[config.mk]
export PLATFORM = sky130hd
export DESIGN_NAME = ifetch_queue
export DESIGN_NICKNAME = d
export VERILOG_FILES = /design/src/rtl/ifetch_queue_pkg.sv /design/src/rtl/ifetch_queue_fifo_sync.sv /design/src/rtl/ifetch_queue.sv
export SDC_FILE = /design/constraint.sdc
export NUM_CORES = 1
export LEC_CHECK = 0
export ABC_AREA = 0
export BUFFER_PORTS_ARGS = -buffer_cell sky130_fd_sc_hd__buf_2
export CAP_MARGIN = 10
export CORE_ASPECT_RATIO = 1.25
export CORE_MARGIN = 3
export CORE_UTILIZATION = 40
export CTS_BUF_LIST = sky130_fd_sc_hd__clkbuf_16
export DETAILED_ROUTE_END_ITERATION = 8
export GPL_TIMING_DRIVEN = 0
export PLACE_DENSITY_LB_ADDON = 0.1
export SYNTH_ARGS = -nofsm -noshare
export SYNTH_HDL_FRONTEND = slang
export SYNTH_SLANG_ARGS = --single-unit
[constraint.sdc]
create_clock -name clk -period 3.4 [get_ports clk]
set_input_delay 0.68 -clock clk [delete_from_list [all_inputs] [get_ports clk]]
set_output_delay 0.68 -clock clk [all_outputs]
set_load 0.005 [all_outputs]
[src/rtl/ifetch_queue_pkg.sv]
// Shared definitions for the instruction-fetch queue.
//   ZeroWord        : value driven on instruction outputs when nothing valid is present
//   DefaultResetPc  : default fetch start address
//   fetch_state_e   : fetch controller states (halted, fetching, loader owns memory)
package ifetch_queue_pkg;

   localparam logic [31:0] ZeroWord       = 32'h0000_0000;
   localparam logic [31:0] DefaultResetPc = 32'h0000_0000;

   typedef enum logic [1:0] {
      StHalt = 2'd0,
      StRun  = 2'd1,
      StLoad = 2'd2
   } fetch_state_e;

endpackage

[src/rtl/ifetch_queue_fifo_sync.sv]
// Generic synchronous FIFO with synchronous clear.
//   clk, rst   : clock, asynchronous active-low reset
//   clr_i      : drop all entries (wins over push/pop)
//   push_i     : write wdata_i (accepted when not full, or when a pop frees a slot)
//   pop_i      : discard head entry (ignored when empty)
//   rdata_o    : head entry
//   count_o    : occupancy, 0..DEPTH
//   empty_o    : no entries
//   full_o     : DEPTH entries
module fifo_sync #(
   parameter int unsigned WIDTH = 64,
   parameter int unsigned DEPTH = 4
) (
   input  logic                     clk,
   input  logic                     rst,
   input  logic                     clr_i,
   input  logic                     push_i,
   input  logic [WIDTH-1:0]         wdata_i,
   input  logic                     pop_i,
   output logic [WIDTH-1:0]         rdata_o,
   output logic [$clog2(DEPTH):0]   count_o,
   output logic                     empty_o,
   output logic                     full_o
);

   localparam int unsigned PtrW = $clog2(DEPTH);
   localparam int unsigned CntW = PtrW + 1;

   logic [WIDTH-1:0] mem_q [DEPTH];
   logic [PtrW-1:0]  wr_ptr_q, wr_ptr_d;
   logic [PtrW-1:0]  rd_ptr_q, rd_ptr_d;
   logic [CntW-1:0]  count_q, count_d;
   logic             do_push, do_pop;

   assign empty_o = (count_q == '0);
   assign full_o  = (count_q == CntW'(DEPTH));
   assign count_o = count_q;
   assign rdata_o = mem_q[rd_ptr_q];

   assign do_pop  = pop_i & ~empty_o;
   // A full queue may still take a push when the head leaves in the same cycle.
   assign do_push = push_i & (~full_o | do_pop);

   always_comb begin
      wr_ptr_d = wr_ptr_q;
      rd_ptr_d = rd_ptr_q;
      count_d  = count_q;
      if (clr_i) begin
         wr_ptr_d = '0;
         rd_ptr_d = '0;
         count_d  = '0;
      end else begin
         if (do_push) wr_ptr_d = wr_ptr_q + PtrW'(1);
         if (do_pop)  rd_ptr_d = rd_ptr_q + PtrW'(1);
         count_d = count_q + CntW'(do_push) - CntW'(do_pop);
      end
   end

   always_ff @(posedge clk or negedge rst) begin
      if (!rst) begin
         wr_ptr_q <= '0;
         rd_ptr_q <= '0;
         count_q  <= '0;
      end else begin
         wr_ptr_q <= wr_ptr_d;
         rd_ptr_q <= rd_ptr_d;
         count_q  <= count_d;
      end
   end

   // Payload storage needs no reset: it is only observed through a non-empty head.
   always_ff @(posedge clk) begin
      if (do_push && !clr_i) begin
         mem_q[wr_ptr_q] <= wdata_i;
      end
   end

endmodule

[src/rtl/ifetch_queue.sv]
// Instruction-fetch unit: owns the fetch PC, issues sequential reads to a synchronous-read
// instruction memory and buffers {pc, instr} pairs for decode. Supports redirect/flush and
// hands the memory port to the UART program loader.
//   clk, rst          : clock, asynchronous active-low reset
//   inited_i          : fetching allowed while high
//   upg_*_i           : loader port (active flag, write strobe, address, data)
//   redirect_i/_pc_i  : branch/jump redirect and byte target
//   id_ready_i        : decode accepts head entry
//   if_valid_o/pc/instr : head entry towards decode
//   mem_*             : instruction memory port
//   fetch_cnt_o       : instructions accepted by decode (wrapping)
module ifetch_queue
   import ifetch_queue_pkg::*;
#(
   parameter int unsigned ADDR_W   = 14,
   parameter int unsigned DATA_W   = 32,
   parameter int unsigned DEPTH    = 4,
   parameter logic [31:0] RESET_PC = DefaultResetPc
) (
   input  logic              clk,
   input  logic              rst,
   input  logic              inited_i,
   input  logic              upg_active_i,
   input  logic              upg_wen_i,
   input  logic [ADDR_W:0]   upg_adr_i,
   input  logic [DATA_W-1:0] upg_dat_i,
   input  logic              redirect_i,
   input  logic [31:0]       redirect_pc_i,
   input  logic              id_ready_i,
   output logic              if_valid_o,
   output logic [31:0]       if_pc_o,
   output logic [DATA_W-1:0] if_instr_o,
   output logic              mem_en_o,
   output logic              mem_we_o,
   output logic [ADDR_W-1:0] mem_addr_o,
   output logic [DATA_W-1:0] mem_wdata_o,
   input  logic [DATA_W-1:0] mem_rdata_i,
   output logic [31:0]       fetch_cnt_o
);

   localparam int unsigned PcW    = ADDR_W + 2;
   localparam int unsigned CntW   = $clog2(DEPTH) + 1;
   localparam int unsigned EntryW = 32 + DATA_W;
   localparam logic [CntW:0] DepthLim = (CntW + 1)'(DEPTH);

   fetch_state_e      state_q, state_d;
   logic [PcW-1:0]    fetch_pc_q, fetch_pc_d;
   logic              inflight_q, inflight_d;
   logic [31:0]       inflight_pc_q, inflight_pc_d;
   logic [31:0]       fetch_cnt_q, fetch_cnt_d;

   logic              q_clr, q_push, q_pop;
   logic              q_empty, q_full;
   logic [CntW-1:0]   q_count;
   logic [EntryW-1:0] q_rdata;
   logic [CntW:0]     occ;
   logic              credit_ok;
   logic              issue;

   fifo_sync #(
      .WIDTH (EntryW),
      .DEPTH (DEPTH)
   ) u_fifo (
      .clk     (clk),
      .rst     (rst),
      .clr_i   (q_clr),
      .push_i  (q_push),
      .wdata_i ({inflight_pc_q, mem_rdata_i}),
      .pop_i   (q_pop),
      .rdata_o (q_rdata),
      .count_o (q_count),
      .empty_o (q_empty),
      .full_o  (q_full)
   );

   // Queue control and read issue. Redirect, loader takeover and loss of init all flush;
   // the flush also suppresses this cycle's push, which is what kills an in-flight read.
   always_comb begin
      q_clr  = upg_active_i | redirect_i | ((state_q == StRun) & ~inited_i);
      q_pop  = ~q_empty & id_ready_i & ~q_clr;
      q_push = inflight_q & ~q_clr;
      // The in-flight read is charged at issue time, so a response always finds room.
      occ       = {1'b0, q_count} + {{CntW{1'b0}}, inflight_q};
      credit_ok = q_pop ? (occ <= DepthLim) : (occ < DepthLim);
      issue     = (state_q == StRun) & inited_i & ~upg_active_i & ~redirect_i & credit_ok;
   end

   always_comb begin
      state_d = state_q;
      if (upg_active_i) begin
         state_d = StLoad;
      end else begin
         case (state_q)
            StHalt:  if (inited_i)  state_d = StRun;
            StRun:   if (!inited_i) state_d = StHalt;
            StLoad:  state_d = StHalt;
            default: state_d = StHalt;
         endcase
      end
   end

   always_comb begin
      fetch_pc_d    = fetch_pc_q;
      inflight_d    = issue;
      inflight_pc_d = issue ? 32'(fetch_pc_q) : inflight_pc_q;
      fetch_cnt_d   = fetch_cnt_q + (q_pop ? 32'd1 : 32'd0);
      // Held at RESET_PC for the whole upload so fetch restarts there when it ends.
      if (state_q == StLoad) begin
         fetch_pc_d = RESET_PC[PcW-1:0];
      end else if ((state_q == StRun) && redirect_i) begin
         fetch_pc_d = {redirect_pc_i[PcW-1:2], 2'b00};
      end else if (issue) begin
         fetch_pc_d = fetch_pc_q + PcW'(4);
      end
   end

   always_ff @(posedge clk or negedge rst) begin
      if (!rst) begin
         state_q       <= StHalt;
         fetch_pc_q    <= RESET_PC[PcW-1:0];
         inflight_q    <= 1'b0;
         inflight_pc_q <= '0;
         fetch_cnt_q   <= '0;
      end else begin
         state_q       <= state_d;
         fetch_pc_q    <= fetch_pc_d;
         inflight_q    <= inflight_d;
         inflight_pc_q <= inflight_pc_d;
         fetch_cnt_q   <= fetch_cnt_d;
      end
   end

   // Memory port: loader drives it in LOAD; addresses with the MSB set target data memory.
   always_comb begin
      mem_en_o    = 1'b0;
      mem_we_o    = 1'b0;
      mem_addr_o  = '0;
      mem_wdata_o = '0;
      case (state_q)
         StLoad: begin
            mem_en_o    = upg_wen_i & ~upg_adr_i[ADDR_W];
            mem_we_o    = upg_wen_i & ~upg_adr_i[ADDR_W];
            mem_addr_o  = upg_adr_i[ADDR_W-1:0];
            mem_wdata_o = upg_dat_i;
         end
         StRun: begin
            mem_en_o   = issue;
            mem_addr_o = issue ? fetch_pc_q[PcW-1:2] : '0;
         end
         default: ;
      endcase
   end

   assign if_valid_o  = ~q_empty;
   assign if_pc_o     = q_empty ? 32'h0 : q_rdata[EntryW-1:DATA_W];
   assign if_instr_o  = q_empty ? DATA_W'(ZeroWord) : q_rdata[DATA_W-1:0];
   assign fetch_cnt_o = fetch_cnt_q;

   logic unused_bits;
   assign unused_bits = ^{redirect_pc_i[31:PcW], redirect_pc_i[1:0], q_full};

endmodule

==> impl_results.md <==
* Worst setup margin at 159 ps
* Final Hold Viols at 0
* Final std cells w/o fill at 1335
* Starting Density at 0.408
* Die H at 191 µm
* Reg2Reg Setup Slack at 730 ps
* GR peak layer: met2
* Fin nets at 1103
* Worst slack, placed at 227 ps
* Crit path launch type: register
* Unique masters post-synth at 45
* RePlAce Congestion at 0.748
* Seq/Total Area, Yosys at 0.663
* RSZ-0062 raised after global routing: no
* Largest delay contributor family on the critical path: buffers and inverters
* Share of layout cells above drive strength 1 at 0.384
* Ports at around 260
* Hpwl dp at 16.8 mm
* First drt pass iteration count at 6
* Root Buffer: clkbuf_16
* DRC at 0
* Post-route ant nets at 0
* Worst slew pin tran at 867 ps
* VDD IR max at 0.317 mV
* Vias in the first global route at 6984
* Met1 usage in global routing at 0.209
* WS Path Type: reg -> out
* Seq pwr share at 0.531
* Largest net degree at the start of global routing at 44
* Total GRT Usage at 0.164
* Placed Cells at ~1300
* Area grow syn2layout at 24.3%
* Mapped Area at approximately 0.011 mm²
* Crit. End Element: output port
* Worst R2R End: u_fifo.mem_q[1][1]
* Initial drt markers at 252
* R2r worst-path depth at 6
* Sw power at 1.29 mW
* Final setup vio count at 0
* Crit-path cells: ha_1, ha_1, nor2_2, nand4_4, a21oi_4, buf_4, buf_2, o21a_1, buf_2
* Maximum clock path buffer count at 3
* CP Data Arrival Time at 2560 ps
* HP Class: in -> async
* Die width at 154 µm
* Synth Area per Inst at 16.0 µm²
* First-pass GRT wire length at 38.8 mm
* CORE AREA at 0.0269 mm²
* Switching Fraction at 0.206
* Final Skew at ~9.4 ps
* Die area at 0.0295 mm²
* #FFs+latches synth at 254
* Clock Power Share at 0.426
* Final Util at 0.507
* Combinational power share at 0.042
* Largest stage delay, worst path at 400 ps
* Vias/cell at just under 5
* Slowest-stage cell, CP: dfrtp_1
* Slew Limit Fails at 0
* Critical Path RT at 2720 ps
* Yosys warns at 0
* Pwr per Cell Area at 460 mW/mm²
* GR Layer Usage met3 at 0.0362
* Max FO, Critical Path at 10
* Max-cap viol count at 0
* Final min period at roughly 3200 ps
* Slew margin rel. at 0.422
* Reg clk slew, reported paths at 60 ps
* Antenna violations before repair at 1
* Cells after synthesis at between 600 and 700
* WL final at between 20 and 25 mm
* Routed WL per cell at 18.2 µm
* GRT met2 Usage at 0.286
* Worst skew pair latency at 520 ps
* TritonCTS Buffers at 26
* Total clock sinks at about 250
* Cell Rows at 67
* Final Cycle Share at 0.953
* DR vias at 6619
* Fin Hold WS at 81.4 ps
* Lkg Pwr at 5.62 nW
* Fillers at 2366
* Crit path buf inv count at 3
* Status: finished clean
* H-tree depth at 1
* Fmax at 309 MHz
* Internal power at 4.98 mW
* Total grt overflow at 0
* Port bufs at about 230
* Hold buffers post-CTS at 0
* Reg2reg start: state_q[0]
* TritonCTS clock tree: yes
kinds of logic after synthesis:
group,count (synthesis),share of synthesized area
and+or+nand+nor,208,0.111
other,1,0.000342
buffers and inverters,56,0.0262
muxes,63,0.112
AOI/OAI and AO/OA,46,0.0339
DFF,254,0.663
adders and majority gates,16,0.0189
xor gates and xnor gates,43,0.0350
power by group through the flow:
stage          Sequential (mW)  Combinational, mW  Clock (mW)
6_report                  3.34              0.267        2.67
4_1_cts                   3.34              0.271        2.77
2_1_floorplan             3.40              0.109           0
3_3_place_gp              3.40              0.261           0
3_5_place_dp              3.40              0.269           0
5_1_grt                   3.34              0.300        2.90
sequential cells by signal (all words and copies together), names as in the netlist, 2 cells and up:
| signal | count |
|---|---|
| fetch_cnt_o | 32 |
| u_fifo.count_o | 3 |
| inflight_pc_q | 14 |
| state_q | 2 |
| u_fifo.wr_ptr_q | 2 |
| u_fifo.mem_q | 184 |
| u_fifo.rd_ptr_q | 2 |
| fetch_pc_q | 14 |
through the flow:
step / total power, mW / TNS [ps] / cell area (µm²)
after CTS: 6.38 / 0 / 13600
final: 6.28 / 0 / 13600
after global placement: 3.66 / -152010 / 12600
after detailed placement: 3.67 / 0 / 12700
after floorplan: 3.51 / 0 / 11000
after global routing: 6.53 / 0 / 13600
worst max-delay path by stage:
stage / startpoint / end / slack [ps] / cells past startpoint
after floorplan: upg_active_i / u_fifo.mem_q[0][0] / 500 / 4
after global placement: upg_active_i / u_fifo.mem_q[0][11] / -860 / 5
after detailed placement: upg_active_i / mem_addr_o[12] / 230 / 8
after CTS: u_fifo.rd_ptr_q[1] / if_instr_o[19] / 10 / 5
after global routing: inflight_q / mem_en_o / 20 / 9
final: inflight_q / mem_en_o / 160 / 9
synth_stat cells, drive strengths merged:
library cell	count	area share
edfxtp	184	0.50
nand2	24	0.0082
a22oi	14	0.0096
nor2b	15	0.0086
fa	1	0.0018
o21bai	1	0.00068
nor4b	1	0.00080
buf	28	0.017
o31a	1	0.00091
dfrtp	70	0.16
o41ai	1	0.00080
a2111oi	5	0.0057
conb	1	0.00034
and4	3	0.0024
mux4	46	0.094
xor2	11	0.0095
clkbuf	19	0.0065
a21oi	5	0.0033
nor3	3	0.0014
xnor2	32	0.026
ha	15	0.017
mux2i	3	0.0027
a311oi	1	0.00080
or3	2	0.0011
a211oi	16	0.011
nor2	27	0.0092
nor4	5	0.0056
nand3	16	0.0073
and3b	1	0.00080
o21ai	1	0.00046
and3	15	0.0086
inv	9	0.0031
nand2b	1	0.00057
o21a	1	0.00068
and4bb	1	0.0011
mux2	14	0.014
nand4	8	0.0059
and2	86	0.049
repair_timing:
action                                  4_1_cts  5_1_grt
endpoints found under the setup margin       16       45
pin swaps                                     2        1
gates resized for setup                       4       11
setup buffers                                 4        1
area by class of cell:
cell class | instances | area [µm²] | area share
diodes | 1 | 2.50 | 0.000184
repair buffers | 237 | 1310 | 0.0964
inverters | 9 | 33.8 | 0.00248
flip-flops and latches | 254 | 7280 | 0.534
well taps | 345 | 432 | 0.0317
multi-input cells | 394 | 3490 | 0.256
plain buffers | 47 | 269 | 0.0197
clock buffers | 29 | 726 | 0.0532
clock inverters | 19 | 90.1 | 0.00661
metal layers:
metal | part of all wire | wire (µm)
met1 | 0.41 | 10100
met2 | 0.51 | 12300
met3 | 0.061 | 1480
met4 | 0.019 | 465
met5 | 0 | 0
placed cells by master, fill, tap and decap left out, types with 24 or more instances in the layout:
cell type  instances
mux4_2            46
nand2_1           24
xnor2_1           32
clkbuf_16         29
edfxtp_1         184
buf_2            228
and2_1            82
dfrtp_1           70
nor2_1            26
buf_4             26
No activity file was read; power rests on OpenSTA's default activity.
